**src/rtl/id_pkg.sv**
```systemverilog
// Shared definitions for the decode stage: opcode values, default widths,
// instruction/bus field placement helpers and opcode classification.
package id_pkg;

  // Default configuration
  localparam int DATA_W_DEF = 8;
  localparam int REG_AW_DEF = 2;
  localparam int IMM_W_DEF  = 8;
  localparam int OP_W_DEF   = 4;

  // Opcode values
  localparam int unsigned OP_NOP  = 0;
  localparam int unsigned OP_MOVE = 1;
  localparam int unsigned OP_ADD  = 2;
  localparam int unsigned OP_SUB  = 3;
  localparam int unsigned OP_MUL  = 4;

  // Instruction layout {imm, op, rx_idx, ry_idx}, msb..lsb
  localparam int INST_RY_LSB = 0;
  function automatic int inst_rx_lsb(input int reg_aw);
    return reg_aw;
  endfunction
  function automatic int inst_op_lsb(input int reg_aw);
    return 2 * reg_aw;
  endfunction
  function automatic int inst_imm_lsb(input int reg_aw, input int op_w);
    return 2 * reg_aw + op_w;
  endfunction

  // Bus layout {op, dest, imm, rx_val, ry_val}, msb..lsb
  localparam int BUS_RY_LSB = 0;
  function automatic int bus_rx_lsb(input int data_w);
    return data_w;
  endfunction

  // Opcodes 0..4 are defined; everything above is illegal
  function automatic logic op_is_legal(input int unsigned op);
    return op <= OP_MUL;
  endfunction

  // Legal and not a NOP: the only opcodes that are ever handed to execute
  function automatic logic op_issues(input int unsigned op);
    return (op >= OP_MOVE) && (op <= OP_MUL);
  endfunction

  function automatic logic op_uses_rx(input int unsigned op);
    return (op == OP_ADD) || (op == OP_SUB) || (op == OP_MUL);
  endfunction

  function automatic logic op_uses_ry(input int unsigned op);
    return op_issues(op);
  endfunction

endpackage

```
**src/rtl/id_hazard_unit.sv**
```systemverilog
// RAW hazard detection between decode sources and the execute destination.
// Build option ID_FWD_EN: a final es_result is bypassed onto the matching
// source operand instead of stalling.
module id_hazard_unit
  import id_pkg::*;
#(
  parameter int DATA_W = DATA_W_DEF,
  parameter int REG_AW = REG_AW_DEF,
  parameter int OP_W   = OP_W_DEF
) (
  input  logic [OP_W-1:0]   op,
  input  logic [REG_AW-1:0] rx_idx,
  input  logic [REG_AW-1:0] ry_idx,
  input  logic [DATA_W-1:0] rx_value,
  input  logic [DATA_W-1:0] ry_value,
  input  logic              es_dest_valid,
  input  logic [REG_AW-1:0] es_dest,
  input  logic [DATA_W-1:0] es_result,
  input  logic              es_fwd_ok,
  output logic              stall,
  output logic [DATA_W-1:0] rx_val,
  output logic [DATA_W-1:0] ry_val
);

  logic hit_rx;
  logic hit_ry;

  // Source-use decode and destination compares
  always_comb begin
    hit_rx = op_uses_rx(32'(op)) && es_dest_valid && (rx_idx == es_dest);
    hit_ry = op_uses_ry(32'(op)) && es_dest_valid && (ry_idx == es_dest);
  end

`ifdef ID_FWD_EN
  // Bypass a final execute result; stall only while it is not yet final
  always_comb begin
    // NOTE: every output of a combinational block gets a default first so no latch can be inferred.
    rx_val = rx_value;
    ry_val = ry_value;
    stall  = (hit_rx || hit_ry) && !es_fwd_ok;
    if (hit_rx && es_fwd_ok) rx_val = es_result;
    if (hit_ry && es_fwd_ok) ry_val = es_result;
  end
`else
  logic unused_fwd;

  // Without bypassing, any dependency on execute stalls decode
  always_comb begin
    rx_val     = rx_value;
    ry_val     = ry_value;
    stall      = hit_rx || hit_ry;
    unused_fwd = ^{es_result, es_fwd_ok};
  end
`endif

endmodule

```
**src/rtl/id_stage_pipe.sv**
```systemverilog
// Decode stage between fetch and execute: latches one instruction under a
// valid/allowin handshake, drives register-file read addresses, stalls on RAW
// hazards, squashes and flags illegal opcodes, and packs ds_to_es_bus.
// Build option ID_FWD_EN enables bypassing of es_result (see id_hazard_unit).
module id_stage_pipe
  import id_pkg::*;
#(
  parameter  int DATA_W = DATA_W_DEF,
  parameter  int REG_AW = REG_AW_DEF,
  parameter  int IMM_W  = IMM_W_DEF,
  parameter  int OP_W   = OP_W_DEF,
  localparam int INST_W = IMM_W + OP_W + 2 * REG_AW,
  localparam int BUS_W  = OP_W + REG_AW + IMM_W + 2 * DATA_W
) (
  input  logic              clk,
  input  logic              reset,
  input  logic              fs_to_ds_valid,
  input  logic [INST_W-1:0] fs_to_ds_bus,
  output logic              ds_allowin,
  output logic              ds_to_es_valid,
  output logic [BUS_W-1:0]  ds_to_es_bus,
  input  logic              es_allowin,
  output logic [REG_AW-1:0] rx,
  output logic [REG_AW-1:0] ry,
  input  logic [DATA_W-1:0] rx_value,
  input  logic [DATA_W-1:0] ry_value,
  input  logic              es_dest_valid,
  input  logic [REG_AW-1:0] es_dest,
  input  logic [DATA_W-1:0] es_result,
  input  logic              es_fwd_ok,
  input  logic              flush,
  output logic              illegal_err
);

  localparam int RX_LSB  = inst_rx_lsb(REG_AW);
  localparam int OP_LSB  = inst_op_lsb(REG_AW);
  localparam int IMM_LSB = inst_imm_lsb(REG_AW, OP_W);

  logic              ds_valid;
  logic [INST_W-1:0] inst_r;
  logic [OP_W-1:0]   op;
  logic [IMM_W-1:0]  imm;
  logic [DATA_W-1:0] rx_val;
  logic [DATA_W-1:0] ry_val;
  logic              stall;
  logic              ds_ready_go;

  assign op  = inst_r[OP_LSB +: OP_W];
  assign imm = inst_r[IMM_LSB +: IMM_W];
  assign rx  = inst_r[RX_LSB +: REG_AW];
  assign ry  = inst_r[INST_RY_LSB +: REG_AW];

  id_hazard_unit #(
    .DATA_W (DATA_W),
    .REG_AW (REG_AW),
    .OP_W   (OP_W)
  ) u_hazard (
    .op            (op),
    .rx_idx        (rx),
    .ry_idx        (ry),
    .rx_value      (rx_value),
    .ry_value      (ry_value),
    .es_dest_valid (es_dest_valid),
    .es_dest       (es_dest),
    .es_result     (es_result),
    .es_fwd_ok     (es_fwd_ok),
    .stall         (stall),
    .rx_val        (rx_val),
    .ry_val        (ry_val)
  );

  // Handshake, issue qualification and zero-when-idle output bus
  always_comb begin
    ds_ready_go    = !stall;
    ds_allowin     = !ds_valid || (ds_ready_go && es_allowin);
    ds_to_es_valid = ds_valid && ds_ready_go && op_issues(32'(op));
    ds_to_es_bus   = '0;
    if (ds_to_es_valid) ds_to_es_bus = {op, rx, imm, rx_val, ry_val};
  end

  // Pipeline register: flush beats capture; hold while not allowed in
  // NOTE: the reset is asynchronous, so it appears in the sensitivity list and clears state without a clock.
  always_ff @(posedge clk or posedge reset) begin
    if (reset) begin
      // NOTE: sequential state is assigned with <= so all registers update together from pre-edge values.
      ds_valid <= 1'b0;
      inst_r   <= '0;
    end else if (flush) begin
      ds_valid <= 1'b0;
    end else if (ds_allowin) begin
      ds_valid <= fs_to_ds_valid;
      if (fs_to_ds_valid) inst_r <= fs_to_ds_bus;
    end
  end

  // Sticky illegal-opcode flag; a flushed illegal instruction still sets it
  always_ff @(posedge clk or posedge reset) begin
    if (reset) begin
      illegal_err <= 1'b0;
    end else if (ds_valid && !op_is_legal(32'(op))) begin
      illegal_err <= 1'b1;
    end
  end

endmodule

```
**config.mk**
```make
export PLATFORM = sky130hd
export DESIGN_NAME = id_stage_pipe
export DESIGN_NICKNAME = d
export VERILOG_FILES = /design/src/rtl/id_pkg.sv /design/src/rtl/id_hazard_unit.sv /design/src/rtl/id_stage_pipe.sv
export SDC_FILE = /design/constraint.sdc
export NUM_CORES = 1
export LEC_CHECK = 0
export CORE_MARGIN = 5
export CORE_UTILIZATION = 30
export CTS_CLUSTER_SIZE = 28
export DETAILED_ROUTE_END_ITERATION = 8
export PLACE_DENSITY = 0.68
export SLEW_MARGIN = 15
export SYNTH_ARGS = -nofsm -noshare
export SYNTH_HDL_FRONTEND = slang
export SYNTH_HIERARCHICAL = 1
export SYNTH_SLANG_ARGS = --single-unit
```
**constraint.sdc**
```tcl
create_clock -name clk -period 3.4 [get_ports clk]
set_clock_uncertainty 0.15 [all_clocks]
set_input_delay 0.85 -clock clk [delete_from_list [all_inputs] [get_ports clk]]
set_output_delay 0.85 -clock clk [all_outputs]
set_load 0.02 [all_outputs]
```
==> results.sh <==
export IMPL_status="finished, violations left"
export IMPL_violations="negative setup slack"
export IMPL_drt_vias_per_instance=4.44
export IMPL_cts_sinks=18
export IMPL_die_area_mm2=0.00519
export IMPL_track_usage_pct=12.8
export IMPL_fin_ws_ns=-0.145
export IMPL_ir_drop_mv=0.240
export IMPL_drt_wl_total_um=3160
export IMPL_synth_top_area_share_pct=39.0
export IMPL_cts_tree="built"
export IMPL_grt_pass1_wl_um=5240
export IMPL_avgRoutedWirePerCell_um=13.8
export IMPL_grt_pass1_vias=1066
export IMPL_drc=0
export IMPL_worstPathMaxFanout=8
export IMPL_synth_seq_area_share_pct=39.0
export IMPL_firstDrtPassIters=4
export IMPL_yosys_register_bits=18
export IMPL_antenna_found_initial=0
export IMPL_max_freq_ghz=0.282
export IMPL_finalPower_w=0.000798
export IMPL_start_kind="input port"
export IMPL_core_mm2=0.00369
export IMPL_holdWs_ns=0.333
export IMPL_cap_violations=0
export IMPL_finalCritPeriodShare_pct=104
export IMPL_area_growth_pct=88.7
export IMPL_numCtsBuffers=3
export IMPL_dp_slack_ns=-1.03
export IMPL_syn_inst=111
export IMPL_arrival_ns=2.54
export IMPL_vias=1022
export IMPL_yosys_area_top_type="dfrtp_1"
export IMPL_layout_common_cells="clkdlybuf4s50_1 (42), buf_6 (35), and2_4 (28)"
export IMPL_grt_max_degree=19
export IMPL_cp_cell_sequence="buf_8 > xnor2_4 > a311oi_2 > nor3_2 > or3b_4 > nor3_4 > buf_6 > buf_6 > and2_4 > buf_6"
export IMPL_design_area_mm2=0.00218
export IMPL_row_count=22
export IMPL_finalCriticalPeriod_ns=3.54
export IMPL_clk_latency_ns=0.25
export IMPL_cts_hold_buffers=0
export IMPL_hold_viol_final=0
export IMPL_die_w_um=72.0
export IMPL_n_fill_cell=320
export IMPL_path_class="in2out"
export IMPL_syn_area_mm2=0.00115
export IMPL_dp_hpwl_um=2520
export IMPL_end_kind="primary output"
export IMPL_synth_cell_types=23
export IMPL_crit_required_ns=2.40
export IMPL_overflow=0
export IMPL_cts_root_buf="clkbuf_8"
export IMPL_final_nets=232
export IMPL_final_common_cell="clkdlybuf4s50_1"
export IMPL_drtIter0Drc=8
export IMPL_routabilityCongestion=0.754
export IMPL_setup_viol=29
export IMPL_worst_pin_slew_ns=0.701
export IMPL_leakage_nw=0.960
export IMPL_diodes=0
export IMPL_crit_top_cell="buf_6"
export IMPL_clkTransAtPathRegs_ns=0.06
export IMPL_power_density_mw_per_mm2=366
export IMPL_min_path_type="reg2reg"
export IMPL_drt_antenna_violating_nets=0
export IMPL_port_buffers=75
export IMPL_cp_num_buf_inv=4
export IMPL_synth_fp_nets=160
export IMPL_htree_levels=1
export IMPL_cts_max_path_buffers=2
export IMPL_relSlewSlack_pct=53.2
export IMPL_start_util_pct=31.3
export IMPL_place_inst=222
export IMPL_yosysWarnings=6
export IMPL_rsz0062_at_grt="true"
export IMPL_slew_violations=0
export IMPL_syn_area_per_cell_um2=10.4
export IMPL_slowest_delay_ns=0.40
export IMPL_die_y_um=72.0
export IMPL_critPathTopFamily="simple AND/OR/NAND/NOR gates"
export IMPL_io_pins=86
export IMPL_fin_cells=230
export IMPL_placed_cell_area_mm2=0.00189
export IMPL_yosys_top_cells_area="dfrtp_1 (39%), mux2_2 (16%), and2_1 (15%)"
export IMPL_drive_above_1_share_pct=57.7
export IMPL_cp_slowest_cell="or3b_4"
final timing paths:
kind,endpoint,slack [ns],cells after the start,startpoint
worst max-delay path,ds_to_es_bus[23],-0.14,10,es_dest[0]
worst min-delay path,illegal_err,0.33,1,illegal_err
worst max register to register,inst_r[8],1.18,8,inst_r[0]
worst min register to register,illegal_err,0.33,1,illegal_err
max in group asynchronous,illegal_err,1.80,2,reset
min in group asynchronous,inst_r[11],0.86,2,reset
stage by stage:
stage | setup TNS (ns) | utilization (%)
floorplan | 0 | -
global placement | -29.32 | 51.4
detailed placement | -30.29 | 51.4
CTS | -3.02 | 57.8
global route | -5.47 | 59.0
finish | -3.69 | 59.0
power by group:
group / switching [W] / total (W) / internal [W]
logic: 0.000135 / 0.000350 / 0.000215
clock network: 0.0000681 / 0.000171 / 0.000103
registers: 0.0000279 / 0.000277 / 0.000250
layer usage:
layer  track usage, %  part of all wire, %  vias up
met2             24.8                   56       44
li1                 -                    -      488
met3             2.22                  8.8        2
met5                0                    0        -
met4             4.38                 0.79        0
met1             13.9                   35      488
what timing repair did:
item / 4_1_cts / 5_1_grt
cloned: 2 / 0
endpoints found under the setup margin: 31 / 31
setup buffers: 2 / 1
pin swaps: 28 / 11
gates resized for setup: 230 / 9
synthesized netlist by cell type:
cell type	count
a21oi_1	1
a22oi_1	1
nand2_1	1
a311oi_1	1
o21a_1	1
buf_6	1
dfrtp_1	18
o21ai_0	2
or3b_1	1
conb_1	1
nor3_1	2
a21oi_2	1
buf_4	22
mux2_2	16
nor3_2	1
inv_1	1
nand3b_1	1
nor4b_1	1
and2_1	28
nand2b_1	3
xnor2_1	4
buf_2	2
nor2_1	1
layout make-up:
cell class	count	area, um2	share of cell area (%)
Inverter	1	3.75	0.172
Multi-Input combinational cell	67	656	30.1
Timing Repair Buffer	92	952	43.7
Clock buffer	4	55.1	2.53
Sequential cell	18	450	20.7
Tap cell	48	60.1	2.76
flip-flops by register name, summed over array words and instances (netlist names):
name,cells
illegal_err,1
ds_valid,1
inst_r,16
cells by family (layout without fill, tap and decap cells):
| kind of cell | Yosys count | after routing | synth area share, % |
|---|---|---|---|
| AO/OA/AOI/OAI | 7 | 7 | 4.12 |
| XOR/XNOR | 4 | 4 | 3.04 |
| buffers and inverters | 26 | 97 | 16.5 |
| flip-flops | 18 | 18 | 39.0 |
| multiplexers | 16 | 16 | 15.6 |
| other | 1 | 1 | 0.325 |
| AND/OR/NAND/NOR | 39 | 39 | 21.4 |
Note: power is estimated with default switching activity, not from simulation.
